`src/rtl/wb_fifo_pkg.sv`:
```
// Shared register map, STATUS/CTRL bit positions and the STATUS word builder
// for the Wishbone mailbox FIFO.
package wb_fifo_pkg;

  localparam logic [1:0] REG_DATA   = 2'd0;
  localparam logic [1:0] REG_STATUS = 2'd1;
  localparam logic [1:0] REG_CTRL   = 2'd2;
  localparam logic [1:0] REG_THRESH = 2'd3;

  localparam int STAT_EMPTY   = 0;
  localparam int STAT_FULL    = 1;
  localparam int STAT_OVF     = 2;
  localparam int STAT_UNF     = 3;
  localparam int STAT_CNT_LSB = 8;

  localparam int CTRL_FLUSH = 0;
  localparam int CTRL_CLR   = 1;

  function automatic logic [31:0] status_word(input logic       empty,
                                              input logic       full,
                                              input logic       ovf,
                                              input logic       unf,
                                              input logic [7:0] cnt);
    logic [31:0] w;
    w                      = '0;
    w[STAT_EMPTY]          = empty;
    w[STAT_FULL]           = full;
    w[STAT_OVF]            = ovf;
    w[STAT_UNF]            = unf;
    w[STAT_CNT_LSB +: 8]   = cnt;
    return w;
  endfunction

endpackage

```
`src/rtl/sync_fifo.sv`:
```
// Single-clock FIFO with array storage and a registered read port; a pop
// loads rd_data at the popping edge, pushes to a full FIFO are discarded.
module sync_fifo #(
  parameter int DEPTH = 8,
  parameter int DW    = 32
) (
  input  logic                     clk_i,
  input  logic                     rst_ni,
  input  logic                     push,
  input  logic                     pop,
  input  logic                     flush,
  input  logic [DW-1:0]            wr_data,
  output logic [DW-1:0]            rd_data,
  output logic [$clog2(DEPTH):0]   count,
  output logic [$clog2(DEPTH):0]   count_next,
  output logic                     full,
  output logic                     empty
);

  localparam int PW = $clog2(DEPTH);
  localparam int CW = PW + 1;

  logic [DW-1:0] mem [DEPTH];
  logic [DW-1:0] rd_data_reg;
  logic [PW-1:0] wr_ptr_reg, rd_ptr_reg;
  logic [CW-1:0] count_reg;
  logic          do_push, do_pop;

  assign full    = (count_reg == CW'(DEPTH));
  assign empty   = (count_reg == '0);
  assign do_push = push & ~full & ~flush;
  assign do_pop  = pop & ~empty & ~flush;
  assign count   = count_reg;
  assign rd_data = rd_data_reg;

  always_comb begin
    count_next = count_reg;
    if (flush)        count_next = '0;
    else if (do_push) count_next = count_reg + CW'(1);
    else if (do_pop)  count_next = count_reg - CW'(1);
  end

  always_ff @(posedge clk_i or negedge rst_ni) begin
    if (!rst_ni) begin
      wr_ptr_reg <= '0;
      rd_ptr_reg <= '0;
      count_reg  <= '0;
    end else begin
      count_reg <= count_next;
      if (flush) begin
        wr_ptr_reg <= '0;
        rd_ptr_reg <= '0;
      end else begin
        if (do_push) wr_ptr_reg <= wr_ptr_reg + PW'(1);
        if (do_pop)  rd_ptr_reg <= rd_ptr_reg + PW'(1);
      end
    end
  end

  // Storage is left unreset so it maps onto block RAM.
  always_ff @(posedge clk_i) begin
    if (do_push) mem[wr_ptr_reg] <= wr_data;
    if (do_pop)  rd_data_reg     <= mem[rd_ptr_reg];
  end

endmodule

```
`src/rtl/wb_fifo_slave.sv`:
```
// Wishbone classic responder exposing a mailbox FIFO through DATA, STATUS,
// CTRL and THRESH registers, with a level-threshold interrupt.
module wb_fifo_slave
  import wb_fifo_pkg::*;
#(
  parameter int DEPTH = 8,
  parameter int DW    = 32,
  parameter int AW    = 32
) (
  input  logic          clk_i,
  input  logic          rst_ni,
  input  logic [AW-1:0] adr_i,
  input  logic [DW-1:0] dat_i,
  output logic [DW-1:0] dat_o,
  input  logic          we_i,
  input  logic [3:0]    sel_i,
  input  logic          stb_i,
  input  logic          cyc_i,
  output logic          ack_o,
  output logic          irq_o
);

  localparam int CW = $clog2(DEPTH) + 1;

  logic          ack_reg, pop_sel_reg, ovf_reg, unf_reg, irq_reg;
  logic [DW-1:0] rdata_reg;
  logic [7:0]    thresh_reg;

  logic          pop_sel_next, ovf_next, unf_next, irq_next;
  logic [DW-1:0] rdata_next;
  logic [7:0]    thresh_next;

  logic          accept;
  logic [1:0]    reg_sel;
  logic          fifo_push, fifo_pop, fifo_flush, flag_clear, thresh_wr;
  logic [DW-1:0] fifo_rd_data;
  logic [CW-1:0] fifo_count, fifo_count_next;
  logic          fifo_full, fifo_empty;
  logic          unused_adr;

  assign unused_adr = ^{adr_i[AW-1:4], adr_i[1:0]};

  assign accept     = cyc_i & stb_i & ~ack_reg;
  assign reg_sel    = adr_i[3:2];
  assign fifo_push  = accept & we_i & (reg_sel == REG_DATA) & (sel_i == 4'hF);
  assign fifo_pop   = accept & ~we_i & (reg_sel == REG_DATA);
  assign fifo_flush = accept & we_i & (reg_sel == REG_CTRL) & sel_i[0] & dat_i[CTRL_FLUSH];
  assign flag_clear = accept & we_i & (reg_sel == REG_CTRL) & sel_i[0] & dat_i[CTRL_CLR];
  assign thresh_wr  = accept & we_i & (reg_sel == REG_THRESH) & sel_i[0];

  sync_fifo #(.DEPTH(DEPTH), .DW(DW)) u_fifo (
    .clk_i      (clk_i),
    .rst_ni     (rst_ni),
    .push       (fifo_push),
    .pop        (fifo_pop),
    .flush      (fifo_flush),
    .wr_data    (dat_i),
    .rd_data    (fifo_rd_data),
    .count      (fifo_count),
    .count_next (fifo_count_next),
    .full       (fifo_full),
    .empty      (fifo_empty)
  );

  always_comb begin
    ovf_next     = ovf_reg;
    unf_next     = unf_reg;
    thresh_next  = thresh_reg;
    rdata_next   = '0;
    pop_sel_next = fifo_pop & ~fifo_empty;
    if (flag_clear) begin
      ovf_next = 1'b0;
      unf_next = 1'b0;
    end
    if (fifo_push && fifo_full)  ovf_next = 1'b1;
    if (fifo_pop && fifo_empty)  unf_next = 1'b1;
    if (thresh_wr)               thresh_next = dat_i[7:0];
    // Non-DATA reads are captured here; popped data comes from the FIFO port.
    if (accept && !we_i) begin
      case (reg_sel)
        REG_STATUS: rdata_next = DW'(status_word(fifo_empty, fifo_full, ovf_reg, unf_reg,
                                                 8'(fifo_count)));
        REG_THRESH: rdata_next = DW'(thresh_reg);
        default:    rdata_next = '0;
      endcase
    end
    irq_next = (thresh_next != 8'd0) && (8'(fifo_count_next) >= thresh_next);
  end

  always_ff @(posedge clk_i or negedge rst_ni) begin
    if (!rst_ni) begin
      ack_reg     <= 1'b0;
      pop_sel_reg <= 1'b0;
      rdata_reg   <= '0;
      ovf_reg     <= 1'b0;
      unf_reg     <= 1'b0;
      thresh_reg  <= '0;
      irq_reg     <= 1'b0;
    end else begin
      ack_reg     <= accept;
      pop_sel_reg <= pop_sel_next;
      rdata_reg   <= rdata_next;
      ovf_reg     <= ovf_next;
      unf_reg     <= unf_next;
      thresh_reg  <= thresh_next;
      irq_reg     <= irq_next;
    end
  end

  assign ack_o = ack_reg;
  assign irq_o = irq_reg;
  assign dat_o = !ack_reg ? '0 : (pop_sel_reg ? fifo_rd_data : rdata_reg);

endmodule

```
`config.mk`:
```
export PLATFORM = sky130hd
export DESIGN_NAME = wb_fifo_slave
export DESIGN_NICKNAME = d
export VERILOG_FILES = /design/src/rtl/wb_fifo_pkg.sv /design/src/rtl/sync_fifo.sv /design/src/rtl/wb_fifo_slave.sv
export SDC_FILE = /design/constraint.sdc
export NUM_CORES = 1
export LEC_CHECK = 0
export CORE_UTILIZATION = 60
export CTS_BUF_LIST = sky130_fd_sc_hd__clkbuf_8
export DETAILED_ROUTE_END_ITERATION = 8
export GPL_TIMING_DRIVEN = 0
export PLACE_DENSITY = 0.89
export SLEW_MARGIN = 40
export SYNTH_ARGS = -nofsm -noshare
export SYNTH_HDL_FRONTEND = slang
export SYNTH_HIERARCHICAL = 1
export SYNTH_SLANG_ARGS = --single-unit
```
`constraint.sdc`:
```
create_clock -name clk_i -period 14.5 [get_ports clk_i]
set_clock_uncertainty 0.1 [all_clocks]
set_input_delay 2.9 -clock clk_i [delete_from_list [all_inputs] [get_ports clk_i]]
set_output_delay 2.9 -clock clk_i [all_outputs]
set_load 0.01 [all_outputs]
```
# Word level (Yosys, flattened, before mapping)
# Memory sizes are Yosys's and may differ from the RTL's. A register that Yosys moved wholly into a read port is not among the register bits.
# Cells that the tools add are included.
totals:
  regBits: 55
  ram_bits: 256
  in_bits: 73
  elab_cells: 72
  mem_count: 1
op_classes:
  n_addsub: 4
  magnitude_cmp: 1
  n_eq_ne: 5
  n_mux: 17
  bitwise_logic: 22
  n_reduce_logical: 12
mem_list:
  columns: ["memory", "words", "word_bits", "rd", "rd_clocked_by_memory_dff", "wr", "line", "text"]
  rows:
  - ["u_fifo.mem", 8, 32, 1, 1, 1, "sync_fifo.sv:23", "logic [DW-1:0] mem [DEPTH];"]
ops:
  columns: ["cell", "n"]
  rows:
  - ["$mux W32", 2]
  - ["$pmux W12 S2", 1]
  - ["$and A1 B1 Y1", 17]
  - ["$mux W12", 1]
  - ["$mux W3", 4]
  - ["$mux W4", 3]
  - ["$eq A4 B4 Y1 const B", 2]
  - ["$ge A4 B8 Y1", 1]
  - ["$mux W8", 1]
  - ["$reduce_bool A2 Y1", 4]
  - ["$reduce_bool A8 Y1", 1]
  - ["$add A3 B1 Y3 const B", 2]
  - ["$mux W1", 5]
  - ["$not A1 Y1", 5]
  - ["$add A4 B1 Y4 const B", 1]
  - ["$eq A2 B2 Y1 const B", 2]
  - ["$logic_and A1 B1 Y1", 4]
  - ["$logic_not A4 Y1", 1]
  - ["$sub A4 B1 Y4 const B", 1]
  - ["$eq A2 B1 Y1 const B", 1]
  - ["$logic_not A2 Y1", 1]
  - ["$logic_not A1 Y1", 1]

# Logic depth before layout (Yosys ltp)
# Gate-level depths: netlist of run 1.
logic_depth:
  ltp_word: 13
  ltp_mapped: 12
  depth_no_buf: 12

# Cells and area by module
# Netlist of run 1, hierarchy kept.
modules_own_cells:
  columns: ["module", "n_inst", "cells_each", "area_each_um2", "seq_area_each_um2"]
  rows:
  - ["sync_fifo", 1, 484, 11258.3, 8898.5]
  - ["wb_fifo_slave", 1, 137, 1445.1, 625.6]

# Least setup slack after synthesis of run 1
# No wires, ideal clock.
synth_timing:
  path_type: "input-to-reg"
  from: "input adr_i[3]"
  to: "memory u_fifo.mem[0][0] (enable)"
  arrival_ps: 6557
  required_ps: 13939
  setup_slack_ps: 7382
  stages: 6
  path_buffers: 1
  path_cell_list: "buf_4 -> nand4b_1 -> nor4_1 -> inv_1 -> or4_1 -> nor3_1"
synth_via:
  elab_cells_between_ends: 12
  cone_classes: "eq/ne: 1; mux: 2; bitwise: 8; reduce/logical: 1"
synth_lines:
  columns: ["element", "line", "text"]
  rows:
  - ["start: declaration", "wb_fifo_slave.sv:12", "input logic [AW-1:0] adr_i,"]
  - ["$logic_not A2 Y1", "wb_fifo_slave.sv:45", "assign fifo_push = accept & we_i & (reg_sel == REG_DATA) & (sel_i == 4'hF);"]
  - ["$and A1 B1 Y1 (2 in a row)", "wb_fifo_slave.sv:45", null]
  - ["named net fifo_push", "wb_fifo_slave.sv:35", "logic fifo_push, fifo_pop, fifo_flush, flag_clear, thresh_wr;"]
  - ["$and A1 B1 Y1 (2 in a row)", "sync_fifo.sv:31", "assign do_push = push & ~full & ~flush;"]
  - ["$mux W1", "sync_fifo.sv:62", "if (do_push) mem[wr_ptr_reg] <= wr_data;"]
  - ["$mux W1 (not written as such)", "sync_fifo.sv:62", null]
  - ["end: declaration", "sync_fifo.sv:23", null]
# The timed path passes the listed nets, and every way through them passes these cells.

# Worst setup path in the final report of run 1
layout_timing:
  from: "input we_i"
  to: "memory u_fifo.mem[0][8] (enable)"
layout_via:
  elab_cells_between_ends: 11
  cone_classes: "mux: 2; bitwise: 9"
layout_lines:
  columns: ["element", "line", "text"]
  rows:
  - ["start: declaration", "wb_fifo_slave.sv:15", "input logic we_i,"]
  - ["$and A1 B1 Y1 (3 in a row)", "wb_fifo_slave.sv:45", null]
  - ["named net fifo_push", "wb_fifo_slave.sv:35", null]
  - ["$and A1 B1 Y1 (2 in a row)", "sync_fifo.sv:31", null]
  - ["$mux W1", "sync_fifo.sv:62", null]
  - ["$mux W1 (not written as such)", "sync_fifo.sv:62", null]
# The timed path passes the listed nets, and every way through them passes these cells.

==> metrics.md, run 1 <==
| Metric | Value |
|---|---|
| Outcome | `finished, final reports clean` |
| Final Power | `about 0.002 W` |
| Syn Area/Cell | `20.5 um^2` |
| Setup TNS | `0 ns` |
| Period minus WS final | `6.21 ns` |
| Top_reg_cell synth | `edfxtp_1` |
| Fin worst setup slack | `about 8.3 ns` |
| Gpl congestion | `0.823` |
| Worst-Skew Late Latency | `0.57 ns` |
| Finish-stage setup viols | `0` |
| Max-slew violations | `0` |
| Crit path max-delay family | `simple AND/OR/NAND/NOR gates` |
| Setup Fix Bufs, Post-CTS | `0` |
| Detail Placement HPWL | `18100 um` |
| WP data arrival | `6.35 ns` |
| Critical Path Most Common Cell | `buf_4` |
| Fraction of the mapped netlist area in adder cells | `0.00788` |
| Simple-gate area share of the yosys netlist | `0.0493` |
| Total die area | `0.0218 mm^2` |
| Max stage delay on crit path | `0.73 ns` |
| Cts bufs inserted | `49` |
| All-Layer GR Usage | `0.265` |
| Fillers | `1092` |
| Pre-CTS setup slack | `7.54 ns` |
| Instance count of the mapped netlist | `621` |
| Via count | `6711` |
| EDFF count, synth | `approximately 290` |
| TritonCTS clock tree | `built` |
| Period utilisation layout | `0.428` |
| ANT nets after route | `0` |
| Max frequency | `161 MHz` |
| Leak | `5.15 nW` |
| WL/cell | `25.1 um` |
| Largest family of logic cells by synthesized area | `multiplexers` |
| Area Overhead vs Synth | `19.4%` |
| Syn Nets | `702` |
| Crit end category | `register` |
| Synth Area in XOR/XNOR | `0` |
| Type of the worst min-delay path | `reg2reg` |
| Die H | `148 um` |
| Final Routed Wirelength | `27300 um` |
| Core footprint | `0.0205 mm^2` |
| Vias per inst | `6.19` |
| Clock buffer depth | `3` |
| Share of cells above drive strength 1 | `0.275` |
| Final Net Count | `858` |
| H-tree lvl count | `2` |
| Power Dens Cells | `about 140 mW/mm^2` |
| Cell area after synthesis | `~0.013 mm^2` |
| Die W | `148 um` |
| Max reg flops | `about 260` |
| Hold Buf Count CTS | `0` |
| #FFs+latches synth | `323` |
| Starting Density | `0.620` |
| Slowest cell on the critical path | `or4_1` |
| Synth warn | `6` |
| Compound-Gate Fraction of Synth Area | `0.0136` |
| Clock sinks | `323` |
| CTS root buffer | `clkbuf_8` |
| Rel. slew slack | `0.429` |
| CP Buf/Inv Count | `6` |
| DRC errors left | `0` |
| Global-route wire length before repair | `41400 um` |
| Reg clk slew, reported paths | `approximately 0.06 ns` |
| Row count | `52` |
| RSZ-0062 raised after global routing | `false` |
| Seq/Total Area, Yosys | `0.750` |
| Netlist cell types | `50` |
| GRT Residual Overflow | `0` |
| Detailed Route Iter0 Violations | `669` |
| Diode count | `0` |
| Mux cell area share after synthesis | `0.164` |
| Share of the synthesized area in the top cell type | `0.681` |
| Most area-consuming cells after synthesis | `edfxtp_1, mux4_2, dfrtp_1` |
| Drt pass-1 iters | `5` |
| Slew @ Worst Pin | `0.857 ns` |
| Port Buffers | `75` |
| Req. time, crit path | `14.64 ns` |
| Crit Path Category | `in2reg` |
| Share of flip-flops with an asynchronous set or reset | `0.108` |
| Worst-path cell chain | `clkdlybuf4s50_1 -> nand2_1 -> nor4_2 -> inv_1 -> or4_1 -> nor3_2 -> buf_4 -> buf_4 -> buf_4 -> buf_2` |
| Largest net degree at the start of global routing | `22` |
| CTS resizes | `0` |
| # IOs | `107` |
| Vias in the first global route | `a little over 7000` |
| Worst Setup Start Kind | `input port` |
| Max cap viols | `0` |
| Hold Vio Cnt, Final | `0` |
| Initial antenna violation count | `0` |
| Maximum vdd drop | `0.103 mV` |
| Maximum fanout along the worst path | `7` |
| Synth area leader | `edfxtp_1` |
==> power breakdown <==
group	total, W	switching [W]	internal [W]	leakage (nW)
clock	0.000677	0.000333	0.000344	0.501
sequential	0.00105	0.0000139	0.00104	3.05
combinational	0.000321	0.000150	0.000170	1.60
==> cell usage after synthesis (4+ instances only) <==
cell type and n:
edfxtp_1 288, ha_1 8, nor4_1 5, dfrtp_1 35
nor2_1 15, buf_6 4, nand3_1 5, nand2b_1 4
a21oi_1 6, mux2_2 38, nor2b_1 17, mux4_2 64
nor3_1 5, and3_1 25, clkbuf_1 19, nand2_1 5
nor3b_1 4, buf_2 4, mux2i_1 18, inv_1 9
==> cell usage in the layout (no fill, tap or decap), drive strengths merged, types with 15 or more instances in the layout <==
master         instances
dfrtp                 35
edfxtp               288
mux4                  64
mux2i                 18
nor2                  15
inv                   23
buf                   41
mux2                  41
clkbuf                70
clkdlybuf4s50         74
nor2b                 17
and3                  25
clkinv                24
==> cell type report <==
type / count / area (um^2) / area share
sequential: 323 / 9520 / 0.628
timing repair buffer: 105 / 1160 / 0.0765
multi-input combinational: 258 / 3070 / 0.202
clock inverter: 38 / 183 / 0.0120
tap: 270 / 338 / 0.0223
buffer: 29 / 153 / 0.0101
clock buffer: 51 / 702 / 0.0463
inverter: 11 / 41.3 / 0.00272
==> metrics by stage <==
stage | cells | hold WS [ns] | util | cell area (um^2)
floorplan | 621 | 0.365 | - | 12700
global placement | 966 | 0.387 | 0.673 | 13800
detailed placement | 996 | 0.399 | 0.696 | 14300
CTS | 1085 | 0.417 | 0.739 | 15200
global route | 1085 | 0.455 | 0.740 | 15200
finish | 1085 | 0.427 | 0.740 | 15200
==> path summary, 6_finish.rpt <==
check	from	endpoint	slack, ns	cells past startpoint
max reg2reg	ack_o	u_fifo/mem[0][8]	10.46	9
min reg2reg	ovf_reg	ovf_reg	0.43	1
max in group asynchronous	rst_ni	u_fifo/rd_ptr_reg[0]	11.63	2
max	we_i	u_fifo/mem[0][8]	8.29	10
min in group asynchronous	rst_ni	rdata_reg[11]	2.19	1
min	ovf_reg	ovf_reg	0.43	1
==> routing by layer <==
| layer | wire (um) | track usage | up-vias |
|---|---|---|---|
| li1 | - | - | 2851 |
| met1 | 10400 | 0.343 | 3465 |
| met2 | 14200 | 0.453 | 333 |
| met3 | 1950 | 0.0519 | 62 |
| met4 | 790 | 0.0938 | 0 |
| met5 | 0 | 0 | - |
==> kinds of logic after synthesis <==
kind of cell / count (synthesis)
mux: 123
simple gates: 102
buf+inv: 40
fa+ha+maj: 8
flops: 323
compound gates: 25
Power figures use the tool's default switching activity.
==> run 2, diff against run 1 <==
--- a/config.mk
+++ b/config.mk
@@ -5,11 +5,11 @@
 export SDC_FILE = /design/constraint.sdc
 export NUM_CORES = 1
 export LEC_CHECK = 0
-export CORE_UTILIZATION = 60
+export CORE_UTILIZATION = 54
 export CTS_BUF_LIST = sky130_fd_sc_hd__clkbuf_8
 export DETAILED_ROUTE_END_ITERATION = 8
 export GPL_TIMING_DRIVEN = 0
-export PLACE_DENSITY = 0.89
+export PLACE_DENSITY = 0.85
 export SLEW_MARGIN = 40
 export SYNTH_ARGS = -nofsm -noshare
 export SYNTH_HDL_FRONTEND = slang
==> constraint.sdc (replaced) <==
create_clock -name clk_i -period 5.23 [get_ports clk_i]
set_clock_uncertainty 0.1 [all_clocks]
set_input_delay 1.046 -clock clk_i [delete_from_list [all_inputs] [get_ports clk_i]]
set_output_delay 1.046 -clock clk_i [all_outputs]
set_load 0.01 [all_outputs]
==> metrics.md, run 2 (synthesized netlist as in run 1, its figures left out) <==
| Metric | Value |
|---|---|
| Outcome | `finished, final reports clean` |
| Diode count | `0 (unchanged)` |
| Final Net Count | `857 (-0.12%)` |
| Busiest grt layer | `met2` |
| Hold Vio Cnt, Final | `0 (unchanged)` |
| Vias per inst | `5.98 (-3.3%)` |
| WL/cell | `24.8 um (-1.4%)` |
| Initial antenna violation count | `0 (unchanged)` |
| Detailed Route Iter0 Violations | `585 (-13%)` |
| Max reg flops | `256 (unchanged)` |
| Global-route wire length before repair | `41800 um (+0.95%)` |
| # IOs | `107 (unchanged)` |
| Final core area utilization | `0.670 (-0.0698)` |
| FF-to-FF Start | `ack_o` |
| Worst-Skew Late Latency | `0.56 ns (about the same)` |
| Leak | `5.18 nW (+0.55%)` |
| Reg2Reg Depth | `8 (-1)` |
| RSZ-0062 raised after global routing | `false` |
| CTS root buffer | `clkbuf_8` |
| M3 GR Usage | `0.0460 (-0.00589)` |
| Maximum fanout along the worst path | `10 (+3)` |
| Fin worst setup slack | `1.11 ns (-7.18 ns)` |
| H-tree lvl count | `2 (unchanged)` |
| Final Power | `0.00578 W (+180%)` |
| Max frequency | `between 200 and 250 MHz` |
| Gpl congestion | `0.825 (+0.29%)` |
| All-Layer GR Usage | `0.240 (-0.0245)` |
| Met1 Usage GRT | `0.297 (-0.0459)` |
| P_sw | `0.00138 W (+180%)` |
| Core footprint | `0.0228 mm^2 (+11%)` |
| Hold Buf Count CTS | `0 (unchanged)` |
| Slew @ Worst Pin | `0.876 ns (+0.0191 ns)` |
| Clock sinks | `323 (unchanged)` |
| Area Overhead vs Synth | `20.5%` |
| ANT nets after route | `0 (unchanged)` |
| Die H | `155 um (+5.3%)` |
| Starting Density | `0.556 (-0.0638)` |
| Fillers | `1484 (+36%)` |
| Switch share | `0.239 (-0.00384)` |
| Clock buffer depth | `3 (unchanged)` |
| Crit Path Category | `in2reg` |
| Total die area | `0.0241 mm^2 (+11%)` |
| Type of the worst min-delay path | `in2async` |
| DRC errors left | `0 (unchanged)` |
| GRT Residual Overflow | `0 (unchanged)` |
| R2R Setup Slk | `1.49 ns (-8.97 ns)` |
| Reg area | `0.00952 mm^2 (unchanged)` |
| Rel. slew slack | `0.416 (-0.0128)` |
| Vias in the first global route | `7303 (+2.6%)` |
| Row count | `55 (+5.8%)` |
| Max cap viols | `0 (unchanged)` |
| RR Endpoint | `u_fifo/mem[1][23]` |
| Period minus WS final | `4.12 ns` |
| Req. time, crit path | `5.40 ns (-9.24 ns)` |
| WP data arrival | `4.29 ns (-2.06 ns)` |
| Most frequent cells in the layout | `edfxtp_1, clkdlybuf4s50_1, mux4_2` |
| Final Routed Wirelength | `27900 um (+2.2%)` |
| Largest net degree at the start of global routing | `25 (+14%)` |
| Worst Setup Start Kind | `input port` |
| Finish-stage setup viols | `0 (unchanged)` |
| Clock Power Share | `0.343 (+0.012)` |
| Die W | `155 um (+5.3%)` |
| Period utilisation layout | `0.789` |
| Most common cell after layout, fill and taps aside | `edfxtp_1` |
| Drt pass-1 iters | `5 (unchanged)` |
| Setup Fix Bufs, Post-CTS | `0 (unchanged)` |
| Comb pwr share | `0.153 (-0.004)` |
| Port Buffers | `75 (unchanged)` |
| Via count | `6726 (+0.22%)` |
| Crit end category | `register` |
| Worst hold slack | `0.282 ns (-0.145 ns)` |
| Reg clk slew, reported paths | `0.06 ns (about the same)` |
| Share of cells above drive strength 1 | `0.275 (about the same)` |
| Pre-CTS setup slack | `0.359 ns (-7.18 ns)` |
| Combined area of the multi-input logic cells | `0.00307 mm^2 (+0.20%)` |
| Part of the power in registers | `0.504 (-0.009)` |
| Max-slew violations | `0 (unchanged)` |
| Grt met2 use | `0.414 (-0.0390)` |
| Cts bufs inserted | `49 (unchanged)` |
| Slowest cell on the critical path | `clkdlybuf4s50_1` |
| Worst-path cell chain | `clkdlybuf4s50_1 -> nand2_1 -> nor4_2 -> clkbuf_1 -> nand4b_1 -> nor3_2 -> buf_2 -> buf_6 -> buf_4` |
| Maximum vdd drop | `0.324 mV (+210%)` |
| Power Dens Cells | `377 mW/mm^2 (+180%)` |
| TritonCTS clock tree | `built` |
| Pint | `0.00440 W (+180%)` |
| Max stage delay on crit path | `0.57 ns (-0.16 ns)` |
| CTS resizes | `0 (unchanged)` |
| Detail Placement HPWL | `18300 um (+0.81%)` |
==> run 2: cell types whose count changed in the layout (fill, tap and decap cells not counted), moves of 3 or more <==
| cell | before | now |
|---|---|---|
| buf_4 | 13 | 10 |
| clkinv_2 | 8 | 5 |
| clkinv_1 | 16 | 12 |
| buf_6 | 5 | 8 |
==> run 2: worst max path at each step <==
stage | startpoint | end | slack (ns) | depth (start not counted)
final | we_i | u_fifo/mem[1][23] | 1.11 | 9
after global routing | we_i | u_fifo/mem[1][23] | 0.94 | 9
after CTS | stb_i | u_fifo/mem[1][23] | 0.99 | 9
after detailed placement | stb_i | u_fifo/mem[1][17] | 0.36 | 9
after global placement | stb_i | u_fifo/mem[1][17] | -2.86 | 6
after floorplan | adr_i[3] | u_fifo/mem[1][0] | 0.20 | 6
==> run 2: critical path, delay by kind of cell <==
| kind | cells | cell delay, ns |
|---|---|---|
| buffers and inverters | 5 | 1.64 |
| and+or+nand+nor | 4 | 1.61 |
==> run 2: power by group through the flow <==
stage,registers [W],logic [W],clock network (W)
floorplan,0.00295,0.000641,0
global placement,0.00296,0.000846,0
detailed placement,0.00297,0.000880,0
CTS,0.00291,0.000891,0.00201
global route,0.00291,0.000949,0.00212
finish,0.00291,0.000886,0.00198
==> run 2: final cells by class <==
type                       count  share of cell area
buffer                        29             0.00997
clock buffer                  51              0.0458
clock inverter                36              0.0154
inverter                      11             0.00270
multi-input combinational    258               0.201
sequential                   323               0.622
tap                          313              0.0256
timing repair buffer         104              0.0778
==> run 2: per-stage QoR <==
| stage | area (um^2) | TNS (ns) | cells |
|---|---|---|---|
| global placement | 13900 | -445.12 | 1009 |
| CTS | 15300 | 0 | 1125 |
| finish | 15300 | 0 | 1125 |
| floorplan | 12700 | 0 | 621 |
| detailed placement | 14400 | 0 | 1038 |
| global route | 15300 | 0 | 1125 |
==> run 2: routing by layer <==
| layer | wire length [um] | share of wire |
|---|---|---|
| met1 | 10300 | 0.37 |
| met2 | 14700 | 0.53 |
| met3 | 2020 | 0.072 |
| met4 | 886 | 0.032 |
| met5 | 0 | 0 |
==> run 3, diff against run 2 <==
==> constraint.sdc (replaced) <==
create_clock -name clk_i -period 3.5 [get_ports clk_i]
set_clock_uncertainty 0.1 [all_clocks]
set_input_delay 0.7 -clock clk_i [delete_from_list [all_inputs] [get_ports clk_i]]
set_output_delay 0.7 -clock clk_i [all_outputs]
set_load 0.01 [all_outputs]
==> metrics.md, run 3 (synthesized netlist as in run 1, its figures left out) <==
| Metric | Value |
|---|---|
| Max stage delay on crit path | `0.56 ns (about the same)` |
| Vias in the first global route | `7132 (-2.3%)` |
| Power Dens Cells | `555 mW/mm^2 (+47%)` |
| Worst-path cell chain | `clkdlybuf4s50_1 -> nand2_1 -> nor4_4 -> buf_1 -> nand2_1 -> o31a_1 -> a31oi_1 -> ha_1 -> o21a_1 -> a21oi_1 -> a211oi_1` |
| CP Buf/Inv Count | `2 (-3)` |
| Pre-CTS setup slack | `-0.772 ns (-1.13 ns)` |
| Gpl congestion | `0.843 (+2.1%)` |
| Die H | `155 um (unchanged)` |
| CTS root buffer | `clkbuf_8` |
| Diode count | `0 (unchanged)` |
| R2R Setup Slk | `0.12 ns (-1.37 ns)` |
| Via count | `6663 (-0.94%)` |
| Max frequency | `approximately 290 MHz` |
| Slew @ Worst Pin | `0.784 ns (-0.0922 ns)` |
| Worst Setup Start Kind | `input port` |
| Period minus WS final | `3.45 ns` |
| Max cap viols | `0 (unchanged)` |
| Global-route wire length before repair | `41200 um (-1.5%)` |
| Cts bufs inserted | `49 (unchanged)` |
| Crit path max-delay family | `compound AO/OA/AOI/OAI gates` |
| Most frequent cells in the layout | `edfxtp_1, clkdlybuf4s50_1, mux4_2` |
| Initial antenna violation count | `1 (+1)` |
| Total die area | `0.0241 mm^2 (unchanged)` |
| DRC errors left | `0 (unchanged)` |
| Starting Density | `0.556 (unchanged)` |
| FF-to-FF Start | `ack_o` |
| Clock sinks | `323 (unchanged)` |
| Worst-Skew Late Latency | `0.58 ns (+0.02 ns)` |
| GRT Residual Overflow | `0 (unchanged)` |
| Rel. slew slack | `0.477 (+0.0615)` |
| Drt pass-1 iters | `5 (unchanged)` |
| Reg clk slew, reported paths | `0.06 ns (about the same)` |
| RSZ-0062 raised after global routing | `true` |
| Period utilisation layout | `0.985` |
| Largest net degree at the start of global routing | `21 (-16%)` |
| # IOs | `107 (unchanged)` |
| Hold Startpoint | `ovf_reg` |
| Post-Layout Cell Count | `1127 (+0.18%)` |
| Final Net Count | `857 (unchanged)` |
| Crit Path Category | `in2reg` |
| H-tree lvl count | `2 (unchanged)` |
| Maximum vdd drop | `0.359 mV (+11%)` |
| Clock buffer depth | `3 (unchanged)` |
| Req. time, crit path | `3.80 ns (-1.60 ns)` |
| Critical Path Most Common Cell | `nand2_1` |
| Setup TNS | `0 ns (unchanged)` |
| Vias per inst | `5.91 (-1.1%)` |
| Port Buffers | `75 (unchanged)` |
| Outcome | `finished, final reports clean` |
| Slowest cell on the critical path | `clkdlybuf4s50_1` |
| WP data arrival | `3.75 ns (-0.54 ns)` |
| Type of the worst min-delay path | `reg2reg` |
| Area Overhead vs Synth | `20.8%` |
| Finish-stage setup viols | `0 (unchanged)` |
| Share of cells above drive strength 1 | `0.273 (-0.00190)` |
| Crit end category | `register` |
| WL/cell | `24.0 um (-2.9%)` |
| Fin worst setup slack | `0.0538 ns (-1.05 ns)` |
| Most common cell after layout, fill and taps aside | `edfxtp_1` |
| Row count | `55 (unchanged)` |
| Hold Vio Cnt, Final | `0 (unchanged)` |
| Final Routed Wirelength | `27100 um (-2.8%)` |
| All-Layer GR Usage | `0.237 (-0.00398)` |
| Hold depth | `1` |
| Leak | `5.17 nW (-0.13%)` |
| TritonCTS clock tree | `built` |
| Maximum fanout along the worst path | `10 (unchanged)` |
| Max-slew violations | `0 (unchanged)` |
| Max reg flops | `256 (unchanged)` |
| Reg2Reg Depth | `10 (+2)` |
| Detailed Route Iter0 Violations | `584 (-0.17%)` |
| ANT nets after route | `0 (unchanged)` |
| Placed insts | `1034 (-0.39%)` |
| Die W | `155 um (unchanged)` |
| CP Launch Point | `we_i` |
| Core footprint | `0.0228 mm^2 (unchanged)` |
| Crit path depth | `11 (+2)` |
| Detail Placement HPWL | `17800 um (-2.4%)` |
[run 3: path summary, 6_finish.rpt]
check | to
setup / recovery | irq_o
hold / removal | ovf_reg
setup reg to reg | irq_o
hold reg to reg | ovf_reg
max in group asynchronous | rdata_reg[1]
min in group asynchronous | irq_o
[run 3: area by class of cell]
type                    instances  area (um^2)
flip-flops and latches        323         9520
well taps                     313          392
inverters                      11         41.3
clock inverters                36          176
clock buffers                  53          729
fillers                      1435         7500
plain buffers                  29          155
repair buffers                104         1220
multi-input cells             258         3100
[run 3: report_power, final]
| part | switching [W] | internal, W |
|---|---|---|
| Sequential | 0.0000546 | 0.00429 |
| Combinational | 0.000608 | 0.000710 |
| Clock | 0.00137 | 0.00147 |
[run 3: stage by stage]
stage / hold slack [ns] / util / total power [W] / area [um^2]
final: 0.416 / 0.672 / 0.00851 / 15300
after floorplan: 0.304 / - / 0.00537 / 12700
after CTS: 0.389 / 0.670 / 0.00858 / 15300
after detailed placement: 0.399 / 0.629 / 0.00575 / 14400
after global placement: 0.389 / 0.608 / 0.00568 / 13900
after global routing: 0.424 / 0.672 / 0.00885 / 15300
[run 3: repair_timing]
| item | 4_1_cts | 5_1_grt |
|---|---|---|
| endpoints found under the hold margin | 15 | 0 |
| resized for setup | 2 | 8 |
| setup buffers | 1 | 2 |
| endpoints found under the setup margin | 10 | 85 |
| hold buffers | 1 | 0 |
| pin swaps | 1 | 1 |
[run 3: layer usage]
layer  vias to the layer above  share of wire  track usage
met1                      3391           0.38        0.302
met5                         -        0.00030            0
met4                         2          0.035       0.0924
li1                       2859              -            -
met2                       334           0.51        0.400
met3                        77          0.070       0.0507
